### config.mk
export PLATFORM = sky130hd
export DESIGN_NAME = pixel_pwm_drive
export DESIGN_NICKNAME = d
export VERILOG_FILES = /design/src/rtl/pixel_pwm_drive.sv
export SDC_FILE = /design/constraint.sdc
export NUM_CORES = 1
export LEC_CHECK = 0
export ABC_CLOCK_PERIOD_IN_PS = 2000
export BUFFER_PORTS_ARGS = -buffer_cell sky130_fd_sc_hd__buf_2
export CORE_MARGIN = 2
export CORE_UTILIZATION = 60
export CTS_BUF_LIST = sky130_fd_sc_hd__clkbuf_8
export CTS_CLUSTER_SIZE = 28
export DETAILED_ROUTE_END_ITERATION = 16
export GPL_ROUTABILITY_DRIVEN = 0
export HOLD_SLACK_MARGIN = 0.1
export MAX_ROUTING_LAYER = met4
export PLACE_DENSITY = 0.81
export SLEW_MARGIN = 20
export SYNTH_ARGS = -nofsm -noshare
export SYNTH_HDL_FRONTEND = slang
export SYNTH_SLANG_ARGS = --single-unit
### constraint.sdc
create_clock -name clk -period 2 [get_ports clk]
set_input_delay 0.4 -clock clk [delete_from_list [all_inputs] [get_ports clk]]
set_output_delay 0.4 -clock clk [all_outputs]
set_load 0.02 [all_outputs]
### src/rtl/pixel_pwm_drive.sv
// Pixel PWM drive: plays a double-buffered {therm[14:0], lsb[3:0]} code as a
// 1-bit time-modulated waveform, frame after frame (15 coarse slots + fine segment).
module pixel_pwm_drive #(
    parameter int PWM_NUM   = 19,
    parameter int SLOT_LEN  = 16,
    parameter int FINE_STEP = 1
) (
    input  logic               clk,
    input  logic               rst,
    input  logic [PWM_NUM-1:0] in_code,
    input  logic               in_vld,
    output logic               in_rdy,
    input  logic               blank,
    output logic               pwm_out,
    output logic               frame_start,
    output logic               err_therm
);

    localparam int CNT_W    = (SLOT_LEN > 1) ? $clog2(SLOT_LEN) : 1;
    localparam int FINE_LEN = 16 * FINE_STEP;
    localparam int FCNT_W   = $clog2(FINE_LEN);

    localparam logic [CNT_W-1:0]  CNT_LAST  = CNT_W'(SLOT_LEN - 1);
    localparam logic [FCNT_W-1:0] FCNT_LAST = FCNT_W'(FINE_LEN - 1);
    localparam logic [3:0]        SLOT_LAST = 4'd14;

    typedef enum logic [1:0] {
        IDLE   = 2'd0,
        COARSE = 2'd1,
        FINE   = 2'd2
    } state_t;

    // A legal thermometer field is 2^n-1: adding one clears every set bit.
    function automatic logic is_therm(input logic [14:0] t);
        return ((t & (t + 15'd1)) == 15'd0);
    endfunction

    state_t             state_r, state_s;
    logic [3:0]         slot_r, slot_s;
    logic [CNT_W-1:0]   cnt_r, cnt_s;
    logic [FCNT_W-1:0]  fcnt_r, fcnt_s;
    logic [18:0]        active_r, active_s;
    logic [18:0]        shadow_r, shadow_s;
    logic               shadow_full_r, shadow_full_s;
    logic               err_r, err_s;
    logic               pwm_r, pwm_s;
    logic               fs_r, fs_s;
    logic               accept_s;
    logic [14:0]        act_therm_s;
    logic [FCNT_W:0]    fine_thr_s;

    assign accept_s    = in_vld & ~shadow_full_r;
    assign act_therm_s = active_r[18:4];
    assign fine_thr_s  = (FCNT_W + 1)'(active_r[3:0]) * (FCNT_W + 1)'(FINE_STEP);

    // Next-state, shadow handoff and registered-output decode.
    always_comb begin
        state_s       = state_r;
        slot_s        = slot_r;
        cnt_s         = cnt_r;
        fcnt_s        = fcnt_r;
        active_s      = active_r;
        shadow_s      = shadow_r;
        shadow_full_s = shadow_full_r;
        err_s         = err_r;
        pwm_s         = 1'b0;
        fs_s          = 1'b0;

        if (accept_s) begin
            shadow_s      = in_code[18:0];
            shadow_full_s = 1'b1;
            if (!is_therm(in_code[18:4])) begin
                err_s = 1'b1;
            end else begin
                err_s = err_r;
            end
        end else begin
            shadow_s = shadow_r;
        end

        case (state_r)
            IDLE: begin
                if (shadow_full_r) begin
                    active_s      = shadow_r;
                    shadow_full_s = 1'b0;
                    state_s       = COARSE;
                    slot_s        = 4'd0;
                    cnt_s         = '0;
                end else begin
                    state_s = IDLE;
                end
            end
            COARSE: begin
                pwm_s = act_therm_s[slot_r] & ~blank;
                fs_s  = (slot_r == 4'd0) && (cnt_r == '0);
                if (cnt_r == CNT_LAST) begin
                    cnt_s = '0;
                    if (slot_r == SLOT_LAST) begin
                        state_s = FINE;
                        slot_s  = 4'd0;
                        fcnt_s  = '0;
                    end else begin
                        slot_s = slot_r + 4'd1;
                    end
                end else begin
                    cnt_s = cnt_r + CNT_W'(1);
                end
            end
            FINE: begin
                pwm_s = ({1'b0, fcnt_r} < fine_thr_s) & ~blank;
                if (fcnt_r == FCNT_LAST) begin
                    // Frame boundary: a code accepted on this same edge waits one frame.
                    state_s = COARSE;
                    slot_s  = 4'd0;
                    cnt_s   = '0;
                    fcnt_s  = '0;
                    if (shadow_full_r) begin
                        active_s      = shadow_r;
                        shadow_full_s = 1'b0;
                    end else begin
                        active_s = active_r;
                    end
                end else begin
                    fcnt_s = fcnt_r + FCNT_W'(1);
                end
            end
            default: begin
                state_s = IDLE;
            end
        endcase
    end

    // State, buffer and output registers with synchronous reset.
    always_ff @(posedge clk) begin
        if (rst) begin
            state_r       <= IDLE;
            slot_r        <= 4'd0;
            cnt_r         <= '0;
            fcnt_r        <= '0;
            active_r      <= 19'd0;
            shadow_r      <= 19'd0;
            shadow_full_r <= 1'b0;
            err_r         <= 1'b0;
            pwm_r         <= 1'b0;
            fs_r          <= 1'b0;
        end else begin
            state_r       <= state_s;
            slot_r        <= slot_s;
            cnt_r         <= cnt_s;
            fcnt_r        <= fcnt_s;
            active_r      <= active_s;
            shadow_r      <= shadow_s;
            shadow_full_r <= shadow_full_s;
            err_r         <= err_s;
            pwm_r         <= pwm_s;
            fs_r          <= fs_s;
        end
    end

    assign in_rdy      = ~shadow_full_r;
    assign pwm_out     = pwm_r;
    assign frame_start = fs_r;
    assign err_therm   = err_r;

endmodule

# [Yosys cells after proc, flatten, opt, wreduce, memory -nomap -nowiden]
# Cells that the tools add are included.
[totals] regBits=56 out_inout_bits=4 word_cells=74
[classes] addsub=4 n_lt_le_gt_ge=2 n_eq_ne=9 muxes=26 n_bitwise=8 n_reduce_logical=15
[ops] op="2-to-1 mux 19 bit" n=2
[ops] op="case mux 19 bit (2 select lines)" n=1
[ops] op="2-to-1 mux 4 bit" n=8
[ops] op="case mux 4 bit (3 select lines)" n=2
[ops] op="adder 15 x 1 -> 15 bit, second input constant" n=1
[ops] op="bitwise AND 15 bit" n=1
[ops] op="zero test 15 bit" n=1
[ops] op="adder 4 x 1 -> 4 bit, second input constant" n=3
[ops] op="== test 4 bit, second input constant" n=3
[ops] op="AND reduction 3 bit" n=3
[ops] op="zero test 4 bit" n=2
[ops] op="inequality test 2 bit, second input constant" n=4
[ops] op="case mux 4 bit (2 select lines)" n=1
[ops] op="2-to-1 mux 2 bit" n=3
[ops] op="case mux 2 bit (3 select lines)" n=1
[ops] op="< comparator 4 x 5 -> 1 bit, second input constant" n=1
[ops] op="2-to-1 mux 1 bit" n=5
[ops] op="binary-select mux 1 bit (select 4 bit)" n=1
[ops] op="< comparator 4 bit" n=1
[ops] op="inverter 1 bit" n=4
[ops] op="case mux 1 bit (2 select lines)" n=2
[ops] op="AND reduction 2 bit" n=2
[ops] op="AND reduction 4 bit" n=1
[ops] op="nonzero test 2 bit" n=2
[ops] op="7 further kinds" n=9

# [Logic depth before layout (Yosys ltp)]
# Gate-level depths: netlist of run 1.
[depth] depth_word=6 ltp_mapped=9

# [Worst setup path after synthesis of run 1]
# No wires, ideal clock.
[synth_timing] path_kind="register to register" from="reg slot_r[0]" to="reg fcnt_r[3]" setup_ns=0.071 t_arrival_ns=1.588 required_ns=1.929 path_slack_ns=0.341 stages_incl_launch_ff=9 n_path_buf=1 synth_period_minus_slack_ns=1.659 path_cell_list="dfxtp_1 -> buf_6 -> inv_1 -> ha_1 -> nand3_1 -> o21ai_2 -> o21ai_2 -> or3_1 -> a21oi_1"
[synth_between] elab_chain_len=3
[synth_rtl] item="start: declaration" line="39" text="logic [3:0] slot_r, slot_s;"
[synth_rtl] item="start signal: assignment" line="148" text="slot_r <= slot_s;"
[synth_rtl] item="== test 4 bit" line="98" text="if (slot_r == SLOT_LAST) begin"
[synth_rtl] item="inequality test 2 bit (no source line)"
[synth_rtl] item="AND reduction 3 bit (no source line)"
[synth_rtl] item="end signal: assignment" line="150" text="fcnt_r <= fcnt_s;"
[synth_rtl] item="end: declaration" line="41" text="logic [FCNT_W-1:0] fcnt_r, fcnt_s;"
# No other way between the ends.
# A chain may end at the register's enable or synchronous reset.

# [Worst setup path after layout of run 1]
# Same ends and word-level chain as after synthesis.

==> metrics.csv, run 1 <==
metric;value;unit
outcome;complete, no violations;
combPwrFrac;18.3;%
synth.net_count;351;
min_path_type;in2reg;
worstPathCellList;inv_1, ha_1, nand3_1, o21ai_2, o21ai_2, or3_1, a21oi_1;
wire_per_inst;12.73;um
avgViaCountPerCell;5.638;
post_synth.cell_area_avg;8.196;um^2
firstDrtPassIters;4;
worst_clock_skew;11.77;ps
post_synth_num_cell_types;45;
clk_pin_slew_worst_paths;100;ps
crit_fanout;8;
share_seq_of_total_power;49.9;%
fp-row-count;23;
cellInternalPower;1.753;mW
drive_gt1_share;13.82;%
postCtsResizedCells;0;
crit_slowest_cell;sky130_fd_sc_hd__dfxtp_1;
cts-hold-fix-buffers;0;
placeableCoreArea;0.004086;mm^2
design.die.area;0.004858;mm^2
async_set_or_reset_flop_fraction_in_the_synthesized_netlist;0;%
post_cts_buffers;0;
maximum_number_of_pins_on_one_net_before_global_route_repair;41;
peakVddDrop;0.0005887;V
finalNetCount;374;
dpl.hpwl;3560;um
powerDensity;854.6;mW/mm^2
drt_drc_violations_left;0;
ant_nets;0;
multi_input_area;0.001331;mm^2
detailroute.via_count;2199;
drv_cap;0;
die_height;69.70;um
post_synth_instance_area;0.002590;mm^2
worst_skew_pair.late_latency;310;ps
buffer_ports.inserted;26;
grt_pass1_vias;2044;
timing.setup.tns;0;ps
critical-path-top-cell-by-count;sky130_fd_sc_hd__o21ai_2;
initial_antenna_violation_count;0;
timing.critical_path.from_type;register;
synth_top_cell_by_area;sky130_fd_sc_hd__dfxtp_1;
sw_power;0.6951;mW
power.share.switching;28.40;%
ff2ff_path_depth;7;
synth-main-ff-cell;sky130_fd_sc_hd__dfxtp_1;
timing.slew.headroom;59.96;%
htreeDepth;2;
initial_core_util;63.38;%
clock_power_share;31.8;%
critical_path.max_stage_delay;420;ps
timing_worst_setup_path_type;reg2reg;
timing.final.max_slew_violations;0;
grt_pass1_wl;8707;um
netlist_instances;316;
final_util;70.09;%
leakage_power;1.115;nW
holdPathStages;3;
hold_viol_final;0;
die_w;69.70;um
yosys_warnings;0;
timing.reg2reg.setup_slack;190;ps
power;2.448;mW
clockBufferDepth;2;
seq_area_frac_synth;43.29;%
cts_sinks;56;
timing.final.crit_share;90.55;%
setup.worst_path.end_class;register;
holdCritStartpoint;in_code[2];
grt-ovfl-total;0;
detail_route.iter0.violations;118;
whs_endpoint;shadow_r[2]$_SDFFE_PP0P_;
rr_endpoint;fcnt_r[3]$_SDFFE_PP0P_;
synth_area_leaders;sky130_fd_sc_hd__dfxtp_1 (43%), sky130_fd_sc_hd__nand2_1 (13%), sky130_fd_sc_hd__a21oi_1 (9.5%);
design.portCount;27;
syn_to_layout_area_delta;10.58;%
groute.usage.overall;22.08;%
cts-buffers-inserted;5;
routed_wirelength;4963;um
clock-root-buffer;sky130_fd_sc_hd__clkbuf_8;
synthDominantCellAreaShare;43.29;%
setup_violating_endpoint_count_in_the_final_report;0;
r2r_start;slot_r[0]$_SDFFE_PP0P_;
antennaDiodeCount;0;
synth_edf_count;0;
fin_crit;1811;ps
tritoncts_clock_tree;done;
register_area;0.001121;mm^2
synth-seq-cells;56;
tightestPinTransition;599.1;ps
worst_endpoint_data_arrival_time;2060;ps
layout.filler_cells;324;
timing.fmax;552.2;MHz
worst_ep_required_time;2250;ps
rsz_0062_raised_after_global_routing;false;
sequential cells by signal, indices dropped and copies added, names as in the netlist:
register and count:
slot_r 4, shadow_r 19, pwm_out 1, fcnt_r 4, shadow_full_r 1, state_r 2, err_therm 1, active_r 19
frame_start 1, cnt_r 4
metal layers:
metal | GRT usage [%] | vias to the layer above | share of wire [%]
li1 | - | 1130 | -
met1 | 27.14 | 1009 | 47
met2 | 37.71 | 52 | 48
met3 | 4.070 | 8 | 3.6
met4 | 5.556 | 0 | 0.97
met5 | - | - | 0
placed cells by master (no fill, tap or decap), types with 2 or more instances in the layout:
cell type,Yosys,final
sky130_fd_sc_hd__mux2i_1,3,3
sky130_fd_sc_hd__nand2b_1,4,4
sky130_fd_sc_hd__mux4_1,2,2
sky130_fd_sc_hd__nor2b_1,3,3
sky130_fd_sc_hd__buf_4,0,6
sky130_fd_sc_hd__a21oi_1,49,49
sky130_fd_sc_hd__or3_1,2,2
sky130_fd_sc_hd__ha_1,12,12
sky130_fd_sc_hd__o21ai_0,8,8
sky130_fd_sc_hd__buf_2,2,26
sky130_fd_sc_hd__xor2_1,3,3
sky130_fd_sc_hd__nand2_1,88,88
sky130_fd_sc_hd__o21ai_2,2,2
sky130_fd_sc_hd__nand3_1,6,6
sky130_fd_sc_hd__clkbuf_8,0,6
sky130_fd_sc_hd__inv_1,14,14
sky130_fd_sc_hd__nor3_1,3,3
sky130_fd_sc_hd__nor2_1,13,13
sky130_fd_sc_hd__dfxtp_1,56,56
sky130_fd_sc_hd__a21o_1,2,2
sky130_fd_sc_hd__a32oi_1,2,2
sky130_fd_sc_hd__nand4_1,6,6
logic make-up (layout without fill, tap and decap cells):
kind of cell | after synthesis | after routing | share of synthesized area, %
and+or+nand+nor | 132 | 132 | 22.22
AOI/OAI and AO/OA | 76 | 76 | 17.97
DFF | 56 | 56 | 43.29
buffers and inverters | 30 | 54 | 5.314
adders and majority gates | 12 | 12 | 5.797
muxes | 6 | 6 | 4.058
xor gates and xnor gates | 4 | 4 | 1.353
area by class of cell:
cell class	count	area share [%]
well taps	50	2.184
clock inverters	2	1.354
flip-flops and latches	56	39.14
clock buffers	6	2.883
repair buffers	32	6.116
multi-input cells	230	46.48
inverters	14	1.835
cell usage after synthesis (2+ instances only):
library cell and count:
sky130_fd_sc_hd__a32oi_1 2, sky130_fd_sc_hd__xor2_1 3, sky130_fd_sc_hd__nor2b_1 3, sky130_fd_sc_hd__nor2_1 13
sky130_fd_sc_hd__a21o_1 2, sky130_fd_sc_hd__nand4_1 6, sky130_fd_sc_hd__ha_1 12, sky130_fd_sc_hd__clkbuf_1 10
sky130_fd_sc_hd__nand2b_1 4, sky130_fd_sc_hd__o21ai_0 8, sky130_fd_sc_hd__nor3_1 3, sky130_fd_sc_hd__dfxtp_1 56
sky130_fd_sc_hd__buf_2 2, sky130_fd_sc_hd__nand3_1 6, sky130_fd_sc_hd__mux2i_1 3, sky130_fd_sc_hd__buf_6 3
sky130_fd_sc_hd__nand2_1 88, sky130_fd_sc_hd__mux4_1 2, sky130_fd_sc_hd__a21oi_1 49, sky130_fd_sc_hd__inv_1 14
sky130_fd_sc_hd__o21ai_2 2, sky130_fd_sc_hd__or3_1 2
per-stage QoR:
| step | instance area [um^2] | cells | hold WS, ps | setup WS (ps) |
|---|---|---|---|---|
| floorplan | 2590 | 316 | 431.5 | 341.1 |
| CTS | 2864 | 390 | 312.3 | 152.6 |
| global placement | 2743 | 382 | 439.1 | 214.4 |
| detailed placement | 2743 | 382 | 444.9 | 157.5 |
| global route | 2864 | 390 | 330.5 | 1.635 |
| finish | 2864 | 390 | 316.5 | 189.0 |
critical path, delay by kind of cell (launching register included):
kind,cells,cell delay (ps)
simple gates,2,500
flops,1,420
buf+inv,1,160
compound gates,3,520
fa+ha+maj,1,160
power groups by stage:
stage	Combinational (mW)	Clock (mW)	Sequential (mW)
2_1_floorplan	0.331	0	1.24
3_5_place_dp	0.445	0	1.25
6_report	0.447	0.779	1.22
5_1_grt	0.499	0.832	1.23
3_3_place_gp	0.436	0	1.24
4_1_cts	0.448	0.787	1.22
how the worst max path moves through the flow:
stage | to | cells past startpoint | slack [ps] | startpoint
after floorplan | fcnt_r[3]$_SDFFE_PP0P_ | 8 | 340 | slot_r[0]$_SDFFE_PP0P_
after global placement | cnt_r[3]$_SDFFE_PP0P_ | 7 | 210 | state_r[1]$_SDFFE_PP0P_
after detailed placement | fcnt_r[3]$_SDFFE_PP0P_ | 7 | 160 | slot_r[0]$_SDFFE_PP0P_
after CTS | fcnt_r[3]$_SDFFE_PP0P_ | 7 | 150 | slot_r[0]$_SDFFE_PP0P_
after global routing | cnt_r[3]$_SDFFE_PP0P_ | 6 | 2 | fcnt_r[0]$_SDFFE_PP0P_
final | fcnt_r[3]$_SDFFE_PP0P_ | 7 | 190 | slot_r[0]$_SDFFE_PP0P_
Power figures use the tool's default switching activity.
==> inputs of run 2 (changes only) <==
--- a/config.mk
+++ b/config.mk
@@ -5,9 +5,10 @@
 export SDC_FILE = /design/constraint.sdc
 export NUM_CORES = 1
 export LEC_CHECK = 0
+export ABC_AREA = 1
 export ABC_CLOCK_PERIOD_IN_PS = 2000
 export BUFFER_PORTS_ARGS = -buffer_cell sky130_fd_sc_hd__buf_2
-export CORE_MARGIN = 2
+export CORE_MARGIN = 10
 export CORE_UTILIZATION = 60
 export CTS_BUF_LIST = sky130_fd_sc_hd__clkbuf_8
 export CTS_CLUSTER_SIZE = 28
==> run 2 against run 1 <==
Routed wire length increased by 9.8%. Synthesized cell count grew 22%. Critical path depth rose by 1. Total power rose by 44%. Combinational power grew to 3.2 times the previous value. Register-to-register slack better by 60 ps. Count of clock-buffer cells in the layout fell by 1. Clock skew shrank 4.9 ps. Sequential share of layout area decreased by 1.1 points. Synthesized area increased by 4.3%. Non-clock buffer count decreased by 3. Critical endpoint is now active_r[7]$_SDFFE_PP0P_. Highest routed layer unchanged.
==> metrics.csv, run 2 <==
metric;value;unit;change
share_seq_of_total_power;41.6;%;was 49.9%
grt_pass1_vias;2415;;was 2044
routed_wirelength;5448;um;was 4963 um
clk_pin_slew_worst_paths;100;ps;about the same
timing.fmax;572.5;MHz;was 552.2 MHz
leakage_power;1.292;nW;was 1.115 nW
timing_worst_setup_path_type;reg2reg;;unchanged
cts-buffers-inserted;5;;unchanged
maximum_number_of_pins_on_one_net_before_global_route_repair;49;;was 41
timing.final.crit_share;87.33;%;was 90.55%
avgViaCountPerCell;5.213;;was 5.638
syn_to_layout_area_delta;9.171;%;was 10.58%
finalNetCount;443;;was 374
top_registers;active_r: 19 flops, shadow_r: 19 flops;;unchanged
worstPathCellList;inv_1, ha_1, nor2_1, nor2_1, nand2_2, inv_2, nor2_1, nor2_1;;was inv_1, ha_1, nand3_1, o21ai_2, o21ai_2, or3_1, a21oi_1
post_synth.cell_area_avg;7.035;um^2;was 8.196 um^2
antennaDiodeCount;0;;unchanged
post_synth_num_cell_types;31;;was 45
synth-seq-cells;56;;unchanged
peakVddDrop;0.0005737;V;was 0.0005887 V
placeableCoreArea;0.004354;mm^2;was 0.004086 mm^2
layout.cells.most_common_list;sky130_fd_sc_hd__nor2_1 (80), sky130_fd_sc_hd__nand2_1 (59), sky130_fd_sc_hd__dfxtp_1 (56);;was sky130_fd_sc_hd__nand2_1 (88), sky130_fd_sc_hd__dfxtp_1 (56), sky130_fd_sc_hd__a21oi_1 (49)
drv_cap;0;;unchanged
cts_sinks;56;;unchanged
async_set_or_reset_flop_fraction_in_the_synthesized_netlist;0;%;unchanged
layout_commonest_cell;sky130_fd_sc_hd__nor2_1;;was sky130_fd_sc_hd__nand2_1
setup_violating_endpoint_count_in_the_final_report;0;;unchanged
detail_route.iter0.violations;97;;was 118
powerDensity;1196;mW/mm^2;was 854.6 mW/mm^2
r2r_start;state_r[0]$_SDFFE_PP0P_;;was slot_r[0]$_SDFFE_PP0P_
power.share.switching;40.96;%;was 28.40%
initial_core_util;62.04;%;was 63.38%
timing.reg2reg.setup_slack;250;ps;was 190 ps
synth.most_common_cell;sky130_fd_sc_hd__nor2_1;;was sky130_fd_sc_hd__nand2_1
tritoncts_clock_tree;done;;unchanged
synth.net_count;419;;was 351
initial_antenna_violation_count;0;;unchanged
combPwrFrac;40.5;%;was 18.3%
crit_slowest_cell;sky130_fd_sc_hd__dfxtp_1;;unchanged
drive_gt1_share;13.69;%;was 13.82%
synth_top_cell_by_area;sky130_fd_sc_hd__dfxtp_1;;unchanged
holdCritStartpoint;in_code[0];;was in_code[2]
holdPathStages;3;;unchanged
wire_per_inst;11.82;um;was 12.73 um
worst_skew_pair.late_latency;310;ps;about the same
tightestPinTransition;380.6;ps;was 599.1 ps
synth.cells.most_frequent;sky130_fd_sc_hd__nor2_1 (80), sky130_fd_sc_hd__nand2_1 (59), sky130_fd_sc_hd__dfxtp_1 (56);;was sky130_fd_sc_hd__nand2_1 (88), sky130_fd_sc_hd__dfxtp_1 (56), sky130_fd_sc_hd__a21oi_1 (49)
synthDominantCellAreaShare;41.50;%;was 43.29%
outcome;complete, no violations;;unchanged
worst_endpoint_data_arrival_time;1960;ps;was 2060 ps
drt_drc_violations_left;0;;unchanged
dpl_cell_area;0.002859;mm^2;was 0.002743 mm^2
netlist_instances;384;;was 316
design.die.area;0.007586;mm^2;was 0.004858 mm^2
grt_pass1_wl;9970;um;was 8707 um
post_synth_instance_area;0.002701;mm^2;was 0.002590 mm^2
cellInternalPower;2.082;mW;was 1.753 mW
crit_fanout;24;;was 8
placed_cells_incl_taps;453;;was 382
design.portCount;27;;unchanged
clock-root-buffer;sky130_fd_sc_hd__clkbuf_8;;unchanged
whs_endpoint;shadow_r[0]$_SDFFE_PP0P_;;was shadow_r[2]$_SDFFE_PP0P_
dpl.hpwl;4140;um;was 3560 um
critical-path-top-cell-by-count;sky130_fd_sc_hd__nor2_1;;was sky130_fd_sc_hd__o21ai_2
timing.final.max_slew_violations;0;;unchanged
buffer_ports.inserted;26;;unchanged
post_cts_buffers;0;;unchanged
fin_crit;1747;ps;was 1811 ps
min_path_type;in2reg;;unchanged
die_height;87.10;um;was 69.70 um
final_cell_area_excluding_filler_cells;0.002949;mm^2;was 0.002864 mm^2
final_util;67.73;%;was 70.09%
ff2ff_path_depth;8;;was 7
rr_endpoint;active_r[7]$_SDFFE_PP0P_;;was fcnt_r[3]$_SDFFE_PP0P_
groute.usage.overall;15.96;%;was 22.08%
yosys_warnings;0;;unchanged
clock_power_share;17.9;%;was 31.8%
worst_clock_skew;6.884;ps;was 11.77 ps
die_w;87.10;um;was 69.70 um
synth_edf_count;0;;unchanged
setup.worst_path.end_class;register;;unchanged
firstDrtPassIters;4;;unchanged
worst_ep_required_time;2210;ps;was 2250 ps
timing.critical_path.from_type;register;;unchanged
critical_path.max_stage_delay;370;ps;was 420 ps
timing.slew.headroom;74.54;%;was 59.96%
fin_cells;461;;was 390
rsz_0062_raised_after_global_routing;false;;unchanged
postCtsResizedCells;0;;unchanged
htreeDepth;2;;unchanged
timing.setup.tns;0;ps;unchanged
clockBufferDepth;2;;unchanged
ant_nets;0;;unchanged
detailroute.via_count;2403;;was 2199
cts-hold-fix-buffers;0;;unchanged
seq_area_frac_synth;41.50;%;was 43.29%
hold_viol_final;0;;unchanged
fp-row-count;24;;was 23
synth-main-ff-cell;sky130_fd_sc_hd__dfxtp_1;;unchanged
grt-ovfl-total;0;;unchanged
sw_power;1.444;mW;was 0.6951 mW
synth_area_leaders;sky130_fd_sc_hd__dfxtp_1 (42%), sky130_fd_sc_hd__nor2_1 (11%), sky130_fd_sc_hd__o21ai_0 (8.3%);;was sky130_fd_sc_hd__dfxtp_1 (43%), sky130_fd_sc_hd__nand2_1 (13%), sky130_fd_sc_hd__a21oi_1 (9.5%)
-- run 2: worst max path at each step --
stage,from,to,slack (ps),cells after the start
2_1_floorplan,slot_r[0]$_SDFFE_PP0P_,fcnt_r[3]$_SDFFE_PP0P_,530,10
3_3_place_gp,state_r[0]$_SDFFE_PP0P_,active_r[0]$_SDFFE_PP0P_,310,8
3_5_place_dp,state_r[0]$_SDFFE_PP0P_,active_r[5]$_SDFFE_PP0P_,270,8
4_1_cts,state_r[0]$_SDFFE_PP0P_,active_r[7]$_SDFFE_PP0P_,250,8
5_1_grt,state_r[0]$_SDFFE_PP0P_,active_r[7]$_SDFFE_PP0P_,20,8
6_report,state_r[0]$_SDFFE_PP0P_,active_r[7]$_SDFFE_PP0P_,250,8
-- run 2: layout make-up --
| type | instances | area, um^2 |
|---|---|---|
| clock buffers | 5 | 68.82 |
| clock inverters | 3 | 21.27 |
| fillers | 393 | 1405 |
| inverters | 39 | 151.4 |
| multi-input cells | 277 | 1369 |
| flip-flops and latches | 56 | 1121 |
| well taps | 52 | 65.06 |
| repair buffers | 29 | 152.6 |
-- run 2: power by group through the flow --
stage                     Combinational (mW)  Clock [mW]  Sequential [mW]
after floorplan                         1.17           0             1.47
after global placement                  1.38           0             1.48
after detailed placement                1.43           0             1.49
after CTS                               1.44       0.640             1.47
after global routing                    1.65       0.693             1.50
final                                   1.43       0.631             1.47
-- run 2: critical path, delay by kind of cell, from the launching register on --
| family | cells | cell delay [ps] |
|---|---|---|
| AND/OR/NAND/NOR | 5 | 680 |
| flip-flops | 1 | 370 |
| buffers and inverters | 2 | 300 |
| adder cells (fa/ha/maj) | 1 | 290 |
-- run 2: logic make-up after synthesis --
kind of cell / share of synthesized area [%]
simple gates: 28.49
buf+inv: 7.828
xor+xnor: 0.3243
flops: 41.50
fa+ha+maj: 5.558
compound gates: 16.30
-- run 2: per-layer routing --
layer	vias to the layer above	wire [um]	GRT usage (%)
met5	-	0	-
met4	0	90	5.942
met3	7	139	3.277
met2	45	2463	24.92
met1	1061	2755	19.85
li1	1290	-	-
-- run 2: through the flow --
stage / hold WS (ps) / total power [mW] / worst slack, ps
finish: 331.0 / 3.526 / 253.4
global placement: 435.7 / 2.866 / 314.3
global route: 324.4 / 3.848 / 19.65
detailed placement: 444.6 / 2.924 / 273.6
CTS: 326.4 / 3.545 / 250.9
floorplan: 425.2 / 2.640 / 528.7
